--- src/rtl/dmem_ctrl.sv ---
// Data-memory access controller: turns a MEM-stage load/store into an ack-handshaked
// memory request, freezes the pipeline until completion, and counts stall cycles.
module dmem_ctrl #(
  parameter int ADDR_W = 32,
  parameter int DATA_W = 32
) (
  input  logic              clk_i,
  input  logic              rst_i,
  input  logic              start_i,
  input  logic              MemRead_i,
  input  logic              MemWrite_i,
  input  logic [ADDR_W-1:0] addr_i,
  input  logic [DATA_W-1:0] data_i,
  output logic [DATA_W-1:0] data_o,
  output logic              stall_o,
  output logic              mem_req_o,
  output logic              mem_we_o,
  output logic [ADDR_W-1:0] mem_addr_o,
  output logic [DATA_W-1:0] mem_wdata_o,
  input  logic              mem_ack_i,
  input  logic [DATA_W-1:0] mem_rdata_i,
  output logic [31:0]       stall_cnt_o
);

  typedef enum logic [1:0] {
    IDLE = 2'd0,
    REQ  = 2'd1,
    DONE = 2'd2
  } state_e;

  state_e            state_q, state_d;
  logic [ADDR_W-1:0] addr_q, addr_d;
  logic [DATA_W-1:0] wdata_q, wdata_d;
  logic              we_q, we_d;
  logic [DATA_W-1:0] rdata_q, rdata_d;
  logic [31:0]       stall_cnt_q, stall_cnt_d;
  logic              acc;
  logic              stall;

  always_comb begin
    acc       = start_i & (MemRead_i | MemWrite_i);
    state_d   = state_q;
    addr_d    = addr_q;
    wdata_d   = wdata_q;
    we_d      = we_q;
    rdata_d   = rdata_q;
    // Outputs follow the reset state, so no stall is reported while rst_i is high.
    stall     = !rst_i && (((state_q == IDLE) && acc) || (state_q == REQ));
    stall_cnt_d = stall_cnt_q;
    if (stall && (stall_cnt_q != 32'hFFFF_FFFF)) begin
      stall_cnt_d = stall_cnt_q + 32'd1;
    end

    case (state_q)
      IDLE: begin
        if (acc) begin
          addr_d  = addr_i;
          wdata_d = data_i;
          we_d    = MemWrite_i;
          state_d = REQ;
        end
      end
      REQ: begin
        if (mem_ack_i) begin
          state_d = DONE;
          if (!we_q) begin
            rdata_d = mem_rdata_i;
          end
        end
      end
      // MEM-stage inputs here still belong to the completed instruction.
      DONE:    state_d = IDLE;
      default: state_d = IDLE;
    endcase
  end

  always_ff @(posedge clk_i) begin
    if (rst_i) begin
      state_q     <= IDLE;
      addr_q      <= '0;
      wdata_q     <= '0;
      we_q        <= 1'b0;
      rdata_q     <= '0;
      stall_cnt_q <= '0;
    end else begin
      state_q     <= state_d;
      addr_q      <= addr_d;
      wdata_q     <= wdata_d;
      we_q        <= we_d;
      rdata_q     <= rdata_d;
      stall_cnt_q <= stall_cnt_d;
    end
  end

  assign stall_o     = stall;
  assign mem_req_o   = (state_q == REQ);
  assign mem_we_o    = we_q;
  assign mem_addr_o  = addr_q;
  assign mem_wdata_o = wdata_q;
  assign data_o      = rdata_q;
  assign stall_cnt_o = stall_cnt_q;

endmodule

--- config.mk ---
export PLATFORM = sky130hd
export DESIGN_NAME = dmem_ctrl
export DESIGN_NICKNAME = d
export VERILOG_FILES = /design/src/rtl/dmem_ctrl.sv
export SDC_FILE = /design/constraint.sdc
export NUM_CORES = 1
export LEC_CHECK = 0
export ABC_AREA = 1
export ABC_CLOCK_PERIOD_IN_PS = 1500
export CORE_MARGIN = 2
export CORE_UTILIZATION = 38
export DETAILED_ROUTE_END_ITERATION = 16
export GPL_TIMING_DRIVEN = 0
export PLACE_DENSITY = 0.77
export SETUP_SLACK_MARGIN = 0.15
export SLEW_MARGIN = 15
export SYNTH_ARGS = -nofsm -noshare
export SYNTH_HDL_FRONTEND = slang
export SYNTH_SLANG_ARGS = --single-unit
--- constraint.sdc ---
create_clock -name clk_i -period 1.5 [get_ports clk_i]
set_input_delay 0.225 -clock clk_i [delete_from_list [all_inputs] [get_ports clk_i]]
set_output_delay 0.225 -clock clk_i [all_outputs]
set_load 0.01 [all_outputs]
## After elaboration in Yosys (flattened, before gate mapping)

Index checks and enable logic that the tools add are counted.

- Bits in registers: 131
- Logic and storage cells: 26
- Input bits: 102

- Multiplexer cells: 3
- Add/subtract/negate cells: 1
- Reductions and logical operators: 9
- Equal/unequal tests: 4
- Bitwise operators: 3

Operators with widths:

| kind | number |
|---|---|
| $add 32x1->32 const B | 1 |
| $ne 32x32->1 const B | 1 |
| $mux 2 | 2 |
| $pmux 2 s2 | 1 |
| $reduce_and 2->1 | 2 |
| $logic_and 1x1->1 | 3 |
| $reduce_and 3->1 | 1 |
| $eq 2x1->1 const B | 1 |
| $logic_not 2->1 | 1 |
| $ne 2x1->1 const B | 1 |
| $ne 2x2->1 const B | 1 |
| $and 1x1->1 | 1 |
| $logic_not 1->1 | 1 |
| $logic_or 1x1->1 | 1 |
| $not 1->1 | 1 |
| $or 1x1->1 | 1 |

## Logic depth before layout (Yosys ltp)

- Depth after elaboration: 6
- Mapped depth: 11
- Gate-level depth less buffers: 11

## Least setup slack after synthesis

Ideal clock, no wire load.

- Path kind: reg-to-reg
- From: register stall_cnt_q[1], in the netlist stall_cnt_o[1]
- To: register stall_cnt_q[5], in the netlist stall_cnt_o[5]
- Period minus slack after synthesis: 1.659 ns
- Arrival: 1.544 ns
- Setup time: 0.115 ns
- Stages on the path, launching flop included: 11
- Setup slack: -0.159 ns
- Path through: dfxtp_1 ha_1 inv_1 nor2_4 nand2_2 nor2_2 nand2_1 buf_6 buf_6 a31oi_1 nor2_1

- Longest elaborated chain between the ends: 2
- Elaborated cells between the ends (all ways): 3
- Those cells by class: add/sub (1); eq/ne (1); reduce/logical (1)

RTL lines:

| element | RTL line | text |
|---|---|---|
| from (decl) | 36 | `logic [31:0] stall_cnt_q, stall_cnt_d;` |
| from (signal assigned) | 91 | `stall_cnt_q <= stall_cnt_d;` |
| branches (longest 2 deep; another with $add 32x1->32) | n/a |  |

Several ways; the timed one is not identified.
A chain may end at the register's enable or synchronous reset.

## Worst setup path in the final report

- From: register stall_cnt_q[9], in the netlist stall_cnt_o[9]
- To: register stall_cnt_q[29], in the netlist stall_cnt_o[29]

Same word-level chain as after synthesis.

==> reports/metrics.yaml <==
worst_setup_path:
  rrSetupSlack_ns: -0.16
  worstPathRequired_ns: 1.81
  end_kind: "flop"
  crit_path_start_kind: "flop"
  crit_type: "reg2reg"
  rr_endpoint: "stall_cnt_o[29]"
  arrival_ns: 1.97
  rr_startpoint: "stall_cnt_o[9]"
  cp-startpoint: "stall_cnt_o[9]"
  reg2reg_depth: 11
  critPathMaxFanout: 5
power:
  ir_drop_v: 0.000655
  powerDensity_nw_per_um2: 976
  p_leak_uw: 0.00414
  power.total_uw: 9060
layout:
  stdcell_count: 1242
  nFillCells: 1150
  multi_input_area_um2: 2890
  area_delta_synth_final_pct: 73.8
  finish.utilization: 0.674
  layout.nets: 1155
  antennaDiodeCount: 0
  regArea_um2: 2700
  drive_above_1_share: 0.210
synth:
  synthTopCellsByCount: "nand2_1 (238), nor2_1 (159), dfxtp_1 (131)"
  syn_avg_cell_area_um2: 6.87
  yosysTopAreaCell: "dfxtp_1"
  synth_compound_area_frac: 0.110
  yosys_warnings: 0
  async_flop_share: 0
  yosysMostFrequentCell: "nand2_1"
  syn_nets: 880
  ys_seq_elements: 131
  synth_top_cell_area_share: 0.491
  postSynthCellCount: 777
  synth-main-ff-cell: "dfxtp_1"
  synth_top_family_by_area: "simple AND/OR/NAND/NOR gates"
  synth_area_um2: 5340
  synth-xor-area-share: 0.00328
  seq_area_frac_synth: 0.491
  yosys-top-cells-area: "dfxtp_1 (49%), nand2_1 (17%), nor2_1 (11%), a21oi_1 (7.2%), o21ai_0 (3.2%)"
  synthMuxAreaShare: 0
  synth_fa_ha_area_frac: 0.00234
  synth_cell_types: 23
  synth_edf_count: 0
  synth_simple_gate_area_frac: 0.332
place:
  gp_congestion: 0.914
  placed_cells: 1188
  hpwl_um: 12600
  numPortBuffers: 231
floorplanning:
  rows: 43
  dieHeight_um: 123
  initial_utilization: 0.387
  core_um2: 13800
  dieArea_um2: 15000
  ios: 233
  die-width_um: 123
global_routing:
  overflow: 0
  grt_pass1_vias: 5819
  grt_start_max_net_pins: 17
  antenna_found_initial: 0
  grt_pass1_wl_um: 28900
  track_usage: 0.249
clocking:
  cts.htree.levels: 4
  cts_buffer_depth: 2
  cts.sinks: 131
  clkSlewWorstSetupHoldPaths_ns: 0.05
  clk_latency_ns: 0.42
  clock-root-buffer: "clkbuf_16"
  cts_tree: "done"
  cts_buffers: 17
route:
  dr.pass1.iters: 5
  routed_wl_um: 19300
  drt_iter0_markers: 494
  via_per_inst: 4.93
  route.detailed.drc: 0
  wire_per_inst_um: 15.5
  vias: 6128
  ant_nets: 0
sta:
  worst_pin_slew_ns: 0.514
  rsz0062_at_grt: "yes"
  setup_slack_ns: -0.158
  finClkSkew_ns: 0.00537
  max_freq_mhz: 603
  maxSlewHeadroom: 0.657
  setup_viol_count_final: 32
  slew_viol_final: 0
  hold_viol: 0
  fin_crit_sh: 1.11
  period_minus_slack_ns: 1.66
hold_path:
  worstHoldStart: "data_i[17]"
  holdPathStages: 3
  hold_path.class: "in2reg"
  hold_path_end: "mem_wdata_o[17]"
outcome:
  violations: "negative setup slack"
  status: "finished, violations left"
run:
  cap_viol_max_count: 0
==> worst max-delay path by stage <==
stage,end,depth (start not counted),slack (ns)
3_5_place_dp,stall_cnt_o[22],12,-0.68
2_1_floorplan,stall_cnt_o[2],10,0.05
5_1_grt,stall_cnt_o[20],11,-0.24
4_1_cts,stall_cnt_o[29],12,-0.04
3_3_place_gp,stall_cnt_o[22],12,-0.67
6_report,stall_cnt_o[29],11,-0.16
==> per-layer routing <==
metal	up-vias	GRT usage	wire length (um)
met5	-	0	0
met2	276	0.423	9500
li1	3019	-	-
met1	2781	0.285	7520
met4	0	0.0999	737
met3	52	0.0855	1540
==> flip-flops by register name, summed over array words and instances (netlist names) <==
name,cells
mem_wdata_o,32
data_o,32
mem_addr_o,32
state_q,2
stall_cnt_o,32
mem_we_o,1
==> cells by family after synthesis <==
family                   count (synthesis)
AND/OR/NAND/NOR                        447
flip-flops                             131
AO/OA/AOI/OAI                          116
buffers and inverters                   80
XOR/XNOR                                 2
adder cells (fa/ha/maj)                  1
==> worst max-delay path, stage by stage (launching register included) <==
cell,delay (ns)
dfxtp_2,0.41
nand2_2,0.12
nor2_4,0.16
nand2_2,0.11
nor2_4,0.16
nand2_4,0.09
buf_8,0.15
buf_6,0.13
nand3_4,0.07
nand2_2,0.05
nand2_1,0.05
nor2_1,0.05
==> stage by stage <==
step	setup TNS [ns]	instance area (um2)	setup WS, ns	hold slack (ns)
2_1_floorplan	0	5380	0.0521	0.317
3_3_place_gp	-47.83	7920	-0.674	0.451
3_5_place_dp	-48.85	7920	-0.678	0.455
4_1_cts	-0.202	8910	-0.0356	0.343
5_1_grt	-5.65	9280	-0.242	0.350
6_report	-3.37	9280	-0.158	0.352
==> final cells by class <==
cell class / count / share of cell area
tap: 180 / 0.0243
sequential: 131 / 0.291
buffer: 39 / 0.0325
timing repair buffer: 256 / 0.260
multi-input combinational: 566 / 0.311
clock inverter: 5 / 0.0108
inverter: 41 / 0.0177
clock buffer: 24 / 0.0530
==> power breakdown <==
group / switching [uW] / internal [uW] / total [uW]
combinational: 556 / 582 / 1140
clock: 1460 / 2760 / 4220
sequential: 83.1 / 3620 / 3700
==> what timing repair did <==
action	in CTS	in global routing
cloned	3	3
endpoints found under the setup margin	244	123
endpoints found under the hold margin	0	0
gates resized for setup	283	117
hold buffers	0	0
pin swaps	15	25
buffers inserted	15	4
==> layout by cell type (no fill, tap or decap), types with 15 or more instances in the layout <==
cell / instances
dlygate4sd2_1: 121
nand2_2: 25
dfxtp_1: 98
nor2_2: 18
inv_1: 32
nor2_4: 18
buf_6: 20
nand2_1: 209
dfxtp_2: 19
nor2_1: 127
a21oi_1: 68
clkbuf_16: 17
clkdlybuf4s50_1: 99
o21ai_0: 29
clkbuf_1: 15
No activity file was read; power rests on OpenSTA's default activity.
